**src/rtl/mem_access_ctrl_if.sv**
```systemverilog
// Memory-port bundle between the hidden-register access sequencer and external memory.
// Latency: none, wires only; the master drives request/address/data, the slave answers.
// Backpressure: the slave stalls by withholding mem_ack_i; the master holds its request.
interface mem_access_ctrl_if #(
    parameter int WORD = 16
);

    // Request side, driven by the sequencer
    logic              mem_req_o;
    logic              mem_we_o;
    logic [1:0]        mem_be_o;
    logic [WORD-1:0]   mem_addr_o;
    logic [WORD-1:0]   mem_wdata_o;

    // Response side, driven by the memory
    logic              mem_ack_i;
    logic [WORD-1:0]   mem_rdata_i;

    modport master (
        output mem_req_o,
        output mem_we_o,
        output mem_be_o,
        output mem_addr_o,
        output mem_wdata_o,
        input  mem_ack_i,
        input  mem_rdata_i
    );

    modport slave (
        input  mem_req_o,
        input  mem_we_o,
        input  mem_be_o,
        input  mem_addr_o,
        input  mem_wdata_o,
        output mem_ack_i,
        output mem_rdata_i
    );

endinterface

```
**src/rtl/mem_access_ctrl.sv**
```systemverilog
// Sequencer for MAR/OMDR/IMDR/IR writes and one req/ack memory cycle per fetch/load/store.
// Latency: strobe -> done_o is 3 cycles plus wait states; misaligned requests finish next cycle.
// Backpressure: busy_o high outside IDLE, strobes ignored then; bus waits held until mem_ack_i.
// Optional bus-wait timeout is enabled by defining MEM_TIMEOUT_EN (TIMEOUT cycles of req).
module mem_access_ctrl #(
    parameter int WORD    = 16,
    parameter int TIMEOUT = 15
) (
    input  logic               clk_i,
    input  logic               rst_i,

    // Control-unit request side
    input  logic               fetch_i,
    input  logic               load_i,
    input  logic               store_i,
    input  logic               byte_i,
    input  logic [WORD-1:0]    addr_i,
    input  logic [WORD-1:0]    wdata_i,
    output logic               busy_o,
    output logic               done_o,
    output logic               err_o,

    // Hidden-register file side
    output logic               MARwr_o,
    output logic               OMDRwr_o,
    output logic               IMDRwr_o,
    output logic               IRwr_o,
    output logic [WORD-1:0]    MARdat_o,
    output logic [WORD-1:0]    OMDRdat_o,
    output logic [WORD-1:0]    IMDRdat_o,
    output logic [WORD-1:0]    IRdat_o,
    input  logic [WORD-1:0]    MARq_i,
    input  logic [WORD-1:0]    OMDRq_i,

    // External memory port
    mem_access_ctrl_if.master  mem_bus
);

    typedef enum logic [1:0] {
        S_IDLE  = 2'd0,
        S_LATCH = 2'd1,
        S_BUS   = 2'd2,
        S_DONE  = 2'd3
    } state_t;

    typedef enum logic [1:0] {
        OP_FETCH = 2'd0,
        OP_LOAD  = 2'd1,
        OP_STORE = 2'd2
    } op_t;

    // Sequencer state and the request captured in IDLE
    state_t            state_q, state_d;
    op_t               op_q,    op_d;
    logic              byte_q,  byte_d;
    logic [WORD-1:0]   addr_q,  addr_d;
    logic              err_q,   err_d;

    // Alignment result of the request being accepted this cycle
    logic              misalign;

    // Byte lane picked from the read data for byte loads
    logic [7:0]        rd_byte;

`ifdef MEM_TIMEOUT_EN
    localparam int CW = (TIMEOUT < 2) ? 1 : $clog2(TIMEOUT + 1);

    // Cycles spent in BUS without an acknowledge
    logic [CW-1:0]     cnt_q, cnt_d;
    logic              wait_expired;

    // Last permitted request cycle: an ack here still completes normally
    assign wait_expired = (cnt_q == CW'(TIMEOUT - 1));
`else
    // Without the timeout the limit parameter has no function
    logic              unused_timeout;
    assign unused_timeout = (TIMEOUT != 0);
`endif

    // State and request registers; reset returns to IDLE so every output drops at once
    always_ff @(posedge clk_i or negedge rst_i) begin
        if (!rst_i) begin
            state_q <= S_IDLE;
            op_q    <= OP_FETCH;
            byte_q  <= 1'b0;
            addr_q  <= '0;
            err_q   <= 1'b0;
`ifdef MEM_TIMEOUT_EN
            cnt_q   <= '0;
`endif
        end else begin
            state_q <= state_d;
            op_q    <= op_d;
            byte_q  <= byte_d;
            addr_q  <= addr_d;
            err_q   <= err_d;
`ifdef MEM_TIMEOUT_EN
            cnt_q   <= cnt_d;
`endif
        end
    end

    // Next-state logic: accept and check requests in IDLE, wait for ack in BUS
    always_comb begin
        state_d  = state_q;
        op_d     = op_q;
        byte_d   = byte_q;
        addr_d   = addr_q;
        err_d    = err_q;
        misalign = 1'b0;
`ifdef MEM_TIMEOUT_EN
        cnt_d    = cnt_q;
`endif
        case (state_q)
            S_IDLE: begin
                if (fetch_i || load_i || store_i) begin
                    // Fetch wins over load, load over store; fetches are always word-sized
                    if (fetch_i) begin
                        op_d   = OP_FETCH;
                        byte_d = 1'b0;
                    end else if (load_i) begin
                        op_d   = OP_LOAD;
                        byte_d = byte_i;
                    end else begin
                        op_d   = OP_STORE;
                        byte_d = byte_i;
                    end
                    // Only word accesses need even addresses
                    misalign = addr_i[0] & ~byte_d;
                    addr_d   = addr_i;
                    err_d    = misalign;
                    state_d  = misalign ? S_DONE : S_LATCH;
                end
            end

            S_LATCH: begin
                state_d = S_BUS;
`ifdef MEM_TIMEOUT_EN
                cnt_d   = '0;
`endif
            end

            S_BUS: begin
                if (mem_bus.mem_ack_i) begin
                    state_d = S_DONE;
                end
`ifdef MEM_TIMEOUT_EN
                else if (wait_expired) begin
                    state_d = S_DONE;
                    err_d   = 1'b1;
                end else begin
                    cnt_d   = cnt_q + CW'(1);
                end
`endif
            end

            S_DONE: begin
                state_d = S_IDLE;
            end

            default: begin
                state_d = S_IDLE;
            end
        endcase
    end

    // Read-data lane selection follows the latched low address bit
    assign rd_byte = addr_q[0] ? mem_bus.mem_rdata_i[15:8] : mem_bus.mem_rdata_i[7:0];

    // Output decode: every output is zero unless its state explicitly drives it
    always_comb begin
        busy_o              = (state_q != S_IDLE);
        done_o              = 1'b0;
        err_o               = 1'b0;
        MARwr_o             = 1'b0;
        OMDRwr_o            = 1'b0;
        IMDRwr_o            = 1'b0;
        IRwr_o              = 1'b0;
        MARdat_o            = '0;
        OMDRdat_o           = '0;
        IMDRdat_o           = '0;
        IRdat_o             = '0;
        mem_bus.mem_req_o   = 1'b0;
        mem_bus.mem_we_o    = 1'b0;
        mem_bus.mem_be_o    = 2'b00;
        mem_bus.mem_addr_o  = '0;
        mem_bus.mem_wdata_o = '0;

        case (state_q)
            S_LATCH: begin
                MARwr_o  = 1'b1;
                MARdat_o = addr_q;
                if (op_q == OP_STORE) begin
                    OMDRwr_o  = 1'b1;
                    // A byte store replicates the byte so either lane carries it
                    OMDRdat_o = byte_q ? {wdata_i[7:0], wdata_i[7:0]} : wdata_i;
                end
            end

            S_BUS: begin
                mem_bus.mem_req_o   = 1'b1;
                mem_bus.mem_we_o    = (op_q == OP_STORE);
                mem_bus.mem_be_o    = byte_q ? (addr_q[0] ? 2'b10 : 2'b01) : 2'b11;
                mem_bus.mem_addr_o  = MARq_i;
                mem_bus.mem_wdata_o = OMDRq_i;
                // Read data is captured at the same edge that samples the ack
                if (mem_bus.mem_ack_i && (op_q != OP_STORE)) begin
                    IMDRwr_o  = 1'b1;
                    IMDRdat_o = byte_q ? {{(WORD-8){1'b0}}, rd_byte} : mem_bus.mem_rdata_i;
                    if (op_q == OP_FETCH) begin
                        IRwr_o  = 1'b1;
                        IRdat_o = mem_bus.mem_rdata_i;
                    end
                end
            end

            S_DONE: begin
                done_o = 1'b1;
                err_o  = err_q;
            end

            default: begin
            end
        endcase
    end

endmodule
```
**src/flat_wrapper.sv**
```systemverilog
// flat-port wrapper written by rule: the top's interface ports become plain ports
module mem_access_ctrl_flat 
#(
    parameter int WORD    = 16,
    parameter int TIMEOUT = 15
)
  (clk_i, rst_i, fetch_i, load_i, store_i, byte_i, addr_i, wdata_i, busy_o, done_o, err_o, MARwr_o, OMDRwr_o, IMDRwr_o, IRwr_o, MARdat_o, OMDRdat_o, IMDRdat_o, IRdat_o, MARq_i, OMDRq_i, mem_bus_mem_req_o, mem_bus_mem_we_o, mem_bus_mem_be_o, mem_bus_mem_addr_o, mem_bus_mem_wdata_o, mem_bus_mem_ack_i, mem_bus_mem_rdata_i);
  mem_access_ctrl_if #(.WORD(WORD)) mem_bus_i ();
  input  logic clk_i;
  input  logic rst_i;
  input  logic fetch_i;
  input  logic load_i;
  input  logic store_i;
  input  logic byte_i;
  input  logic [WORD-1:0] addr_i;
  input  logic [WORD-1:0] wdata_i;
  output logic busy_o;
  output logic done_o;
  output logic err_o;
  output logic MARwr_o;
  output logic OMDRwr_o;
  output logic IMDRwr_o;
  output logic IRwr_o;
  output logic [WORD-1:0] MARdat_o;
  output logic [WORD-1:0] OMDRdat_o;
  output logic [WORD-1:0] IMDRdat_o;
  output logic [WORD-1:0] IRdat_o;
  input  logic [WORD-1:0] MARq_i;
  input  logic [WORD-1:0] OMDRq_i;
  output wire logic [$bits(mem_bus_i.mem_req_o)-1:0] mem_bus_mem_req_o;
  output wire logic [$bits(mem_bus_i.mem_we_o)-1:0] mem_bus_mem_we_o;
  output wire logic [$bits(mem_bus_i.mem_be_o)-1:0] mem_bus_mem_be_o;
  output wire logic [$bits(mem_bus_i.mem_addr_o)-1:0] mem_bus_mem_addr_o;
  output wire logic [$bits(mem_bus_i.mem_wdata_o)-1:0] mem_bus_mem_wdata_o;
  input wire logic [$bits(mem_bus_i.mem_ack_i)-1:0] mem_bus_mem_ack_i;
  input wire logic [$bits(mem_bus_i.mem_rdata_i)-1:0] mem_bus_mem_rdata_i;
  assign mem_bus_mem_req_o = mem_bus_i.mem_req_o;
  assign mem_bus_mem_we_o = mem_bus_i.mem_we_o;
  assign mem_bus_mem_be_o = mem_bus_i.mem_be_o;
  assign mem_bus_mem_addr_o = mem_bus_i.mem_addr_o;
  assign mem_bus_mem_wdata_o = mem_bus_i.mem_wdata_o;
  assign mem_bus_i.mem_ack_i = mem_bus_mem_ack_i;
  assign mem_bus_i.mem_rdata_i = mem_bus_mem_rdata_i;
  mem_access_ctrl #(.WORD(WORD), .TIMEOUT(TIMEOUT)) u_core (.clk_i(clk_i), .rst_i(rst_i), .fetch_i(fetch_i), .load_i(load_i), .store_i(store_i), .byte_i(byte_i), .addr_i(addr_i), .wdata_i(wdata_i), .busy_o(busy_o), .done_o(done_o), .err_o(err_o), .MARwr_o(MARwr_o), .OMDRwr_o(OMDRwr_o), .IMDRwr_o(IMDRwr_o), .IRwr_o(IRwr_o), .MARdat_o(MARdat_o), .OMDRdat_o(OMDRdat_o), .IMDRdat_o(IMDRdat_o), .IRdat_o(IRdat_o), .MARq_i(MARq_i), .OMDRq_i(OMDRq_i), .mem_bus(mem_bus_i));
endmodule
```
**config.mk**
```make
export PLATFORM = sky130hd
export DESIGN_NAME = mem_access_ctrl_flat
export DESIGN_NICKNAME = d
export VERILOG_FILES = /design/src/rtl/mem_access_ctrl_if.sv /design/src/rtl/mem_access_ctrl.sv /design/src/flat_wrapper.sv
export SDC_FILE = /design/constraint.sdc
export NUM_CORES = 1
export LEC_CHECK = 0
export CAP_MARGIN = 5
export CORE_AREA = 2 2 75 77
export CTS_CLUSTER_SIZE = 25
export DETAILED_ROUTE_END_ITERATION = 16
export DIE_AREA = 0 0 77 79
export DONT_BUFFER_PORTS = 1
export GPL_TIMING_DRIVEN = 1
export PLACE_DENSITY = 0.49
export SYNTH_ARGS = -nofsm -noshare
export SYNTH_HDL_FRONTEND = slang
export SYNTH_SLANG_ARGS = --single-unit
```
**constraint.sdc**
```tcl
create_clock -name clk_i -period 2.45 [get_ports clk_i]
set_input_delay 0.49 -clock clk_i [delete_from_list [all_inputs] [get_ports clk_i]]
set_output_delay 0.49 -clock clk_i [all_outputs]
set_load 0.05 [all_outputs]
```
# Word level (Yosys, flattened, before mapping)
# Cells that the tools add are included.
# W data, S select, Z words.
dict set report totals {
  register_bits 22
  elab_cells 59
}
dict set report op_classes {
  eq_ne 7
  n_mux 37
  bitwise 2
  reduce_logical 8
}
# op count
set op_table {}
lappend op_table {{$mux W16} 12}
lappend op_table {{$mux W2} 8}
lappend op_table {{$mux W1} 15}
lappend op_table {{$mux W8} 1}
lappend op_table {{$pmux W2 S4} 1}
lappend op_table {{$eq A2 B2 Y1 const B} 3}
lappend op_table {{$logic_not A2 Y1} 2}
lappend op_table {{$ne A2 B2 Y1 const B} 2}
lappend op_table {{$reduce_and A2 Y1} 2}
lappend op_table {{$eq A2 B1 Y1 const B} 1}
lappend op_table {{$logic_or A1 B1 Y1} 2}
lappend op_table {{$ne A2 B1 Y1 const B} 1}
lappend op_table {{$reduce_bool A2 Y1} 1}
lappend op_table {{$and A1 B1 Y1} 1}
lappend op_table {{$logic_and A1 B1 Y1} 1}
lappend op_table {{$not A1 Y1} 1}

# Depth between registers and ports, before layout
dict set report depth {
  ltp_word 9
  mapped_depth 6
}

# Worst setup path before layout
# OpenSTA, ideal clock, no wires.
dict set report synth_timing {
  kind {register to output}
  startpoint {reg u_core.state_q[0]}
  endpoint {out IMDRdat_o[0]}
  t_arrival_ns 2.401
  slack_ns -0.441
  path_stages_with_launch 7
  n_path_buf 1
  cell_sequence {dfrtp_1 inv_1 ha_1 nand2_1 or2_1 buf_2 a21oi_1}
}
dict set report synth_via {
  elab_chain_cells 2
}
# item line
set synth_lines {}
lappend synth_lines {{start, declared} mem_access_ctrl.sv:53} ;# state_t state_q, state_d;
lappend synth_lines {{start signal, assigned} mem_access_ctrl.sv:92} ;# state_q <= state_d;
lappend synth_lines {{$eq A2 B2 Y1} mem_access_ctrl.sv:189} ;# case (state_q)
lappend synth_lines {{$mux W16} mem_access_ctrl.sv:189}
lappend synth_lines {{end, declared} flat_wrapper.sv:26} ;# output logic [WORD-1:0] IMDRdat_o;
# No other way between the ends.

# Final worst setup path
dict set report layout_timing {
  startpoint {reg u_core.state_q[0]}
  endpoint {out IMDRdat_o[13]}
}
# The elaborated chain is that of the path after synthesis.

==> flow_summary.json <==
{
  "outcome": "completed",
  "postSynthAreaPerCell_um2": 8.46,
  "drive_above_1_share_pct": 48.1,
  "arrival_ps": 1800,
  "fin_nets": 406,
  "cpPeakStageDelay_ps": 420,
  "synth-seq-cells": 22,
  "synthArstFlopShare_pct": 100,
  "die-area_mm2": 0.00608,
  "seq_power_share_pct": 14.8,
  "crit_path_end_kind": "output port",
  "p_leak_nw": 1.59,
  "switching_power_w": 0.00255,
  "hold_viol_final": 0,
  "grt_max_degree": 35,
  "synth_most_common_cell": "and2_1",
  "n_antenna_cell": 0,
  "crit_chain": "inv_2, ha_2, nand2_1, nor3_4, and2_1, buf_12",
  "clk_latency_ps": 260,
  "start_util_pct": 33.9,
  "period_needed_ps": 2290,
  "routed_wirelength_um": 6050,
  "io_pins": 194,
  "num-fill-cells": 449,
  "post_drt_via_cell_ratio": 4.71,
  "multi_input_area_mm2": 0.00122,
  "vdd_drop_max_mv": 0.867,
  "clkTransAtPathRegs_ps": 80,
  "p_int_w": 0.00215,
  "synth_seq_area_share_pct": 30.4,
  "gp_congestion": 0.762,
  "critical_path_class": "reg -> out",
  "hpwl_um": 5020,
  "area_growth_pct": 87.9,
  "worst_slew_margin_rel_pct": 33.7,
  "rows": 27,
  "synth_nets": 307,
  "dpl_cell_area_mm2": 0.00333,
  "synth_top_area_share_pct": 30.4,
  "power.density_mw_per_mm2": 1380,
  "cts_tree": "built",
  "crit_slowest_cell": "dfrtp_1",
  "maxSlewViolCount": 0,
  "setup_viol": 0,
  "root_buffer": "clkbuf_8",
  "grtUsageTotal_pct": 19.0,
  "finalClockSkew_ps": 1.04,
  "synth_area_leaders": "dfrtp_1 (30%), and2_1 (26%), mux2_2 (9.3%)",
  "p_clk_share_pct": 5.5,
  "holdCritPathClass": "in -> reg",
  "syn_inst": 214,
  "pre_cts_ws_ps": 259,
  "synth_top_area_cell": "dfrtp_1",
  "grt_pass1_vias": 1792,
  "fp.coreArea_mm2": 0.00534,
  "grt_first_pass_wirelength_um": 9370,
  "max_freq_mhz": 436,
  "crit_required_ps": 1960,
  "whs_ps": 301,
  "antenna_found_initial": 0,
  "stdcell_area_mm2": 0.00340,
  "dr.pass1.iters": 4,
  "swShare_pct": 54.3,
  "synth_common_cells": "and2_1 (75), dfrtp_1 (22), mux2_2 (15)",
  "yosysWarnings": 0,
  "wl_per_cell_um": 15.8,
  "rsz0062_at_grt": "false",
  "synth_edf_count": 0,
  "fin_ws_ps": 156,
  "synth_cell_types": 28,
  "crit_path_max_fanout": 8,
  "cts_sinks": 22,
  "port_buffers": 0,
  "cts_max_level": 1,
  "maxCapViolCount": 0,
  "synthFlopType": "dfrtp_1",
  "total_power_w": 0.00471,
  "syn-cell-area_mm2": 0.00181,
  "postRouteAntennaNets": 0,
  "seq_area_um2": 551,
  "cts_buffer_depth": 2,
  "overflow": 0,
  "fp.dieH_um": 79,
  "start_kind": "flip-flop",
  "cts_buffers": 3,
  "drc_errors": 0,
  "final_util_pct": 63.7,
  "tightest_slew_ps": 991,
  "vias": 1810,
  "die_x_um": 77,
  "fin_crit_sh_pct": 93.6,
  "combPwrFrac_pct": 79.7,
  "drtIter0Drc": 34,
  "cts_setup_buffers": 0
}
## power by group through the flow
stage | sequential, W | combinational [W] | clock (W)
floorplan | 0.000626 | 0.00247 | 0
global placement | 0.000687 | 0.00371 | 0
detailed placement | 0.000706 | 0.00375 | 0
CTS | 0.000697 | 0.00377 | 0.000266
global route | 0.000729 | 0.00391 | 0.000279
finish | 0.000697 | 0.00375 | 0.000260
## cells by family after synthesis
family	share of synthesized area, %
flip-flops	30.4
AO/OA/AOI/OAI	6.22
multiplexers	15.5
AND/OR/NAND/NOR	38.6
adder cells (fa/ha/maj)	4.15
buffers and inverters	5.11
## sequential cells by signal, indices dropped and copies added, names as in the netlist
name            count
u_core.byte_q       1
u_core.op_q         2
u_core.addr_q      16
u_core.err_q        1
u_core.state_q      2
## routing by layer
metal / vias up / global-route usage (%) / routed length [um]
met3: 2 / 4.89 / 496
met1: 825 / 22.5 / 2350
met5: - / 0 / 0
li1: 893 / - / -
met2: 90 / 35.3 / 3190
met4: 0 / 3.21 / 17
## final cells by class
| type | instances | share of cell area (%) |
|---|---|---|
| tap | 72 | 2.65 |
| sequential | 22 | 16.2 |
| multi-input combinational | 171 | 35.9 |
| inverter | 8 | 0.883 |
| clock buffer | 4 | 1.62 |
| timing repair buffer | 107 | 42.8 |
## timing repair
action / CTS / global route
endpoints found under the hold margin: 22 / 0
hold buffers: 1 / 0
resized for setup: 2 / 2
setup endpoints to repair: 8 / 8
## through the flow
stage,instances,TNS (ps)
3_5_place_dp,379,0
3_3_place_gp,379,0
4_1_cts,384,0
5_1_grt,384,0
2_1_floorplan,214,-160
6_report,384,0
## final timing paths
kind	start	to	slack, ps	depth (start not counted)
worst min-delay path	fetch_i	u_core.op_q[0]	300	1
worst max-delay path	u_core.state_q[0]	IMDRdat_o[13]	160	6
min in group asynchronous	rst_i	u_core.addr_q[6]	840	1
max in group asynchronous	rst_i	u_core.byte_q	1010	1
worst max register to register	u_core.state_q[1]	u_core.state_q[1]	740	5
worst min register to register	u_core.err_q	u_core.err_q	500	2
## placed cells by master, fill, tap and decap left out, types with 2 or more instances in the layout
cell      count
nor2b_1       2
clkbuf_8      4
buf_4        54
dfrtp_1      22
and2_2        9
o21ai_0       2
nand2_1      13
and3_1        8
buf_12       52
and2_1       66
nand3_1       8
a21oi_2       8
ha_1          5
mux2_2       15
inv_1         6
inv_2         2
a21oi_1       2
mux2i_1      10
nor2_1        9
## worst max-delay path, delay by kind of cell (launching register included)
family / cells / cell delay [ps]
simple gates: 3 / 670
buf+inv: 2 / 260
fa+ha+maj: 1 / 190
flops: 1 / 420
(Power assumes the default switching activity.)
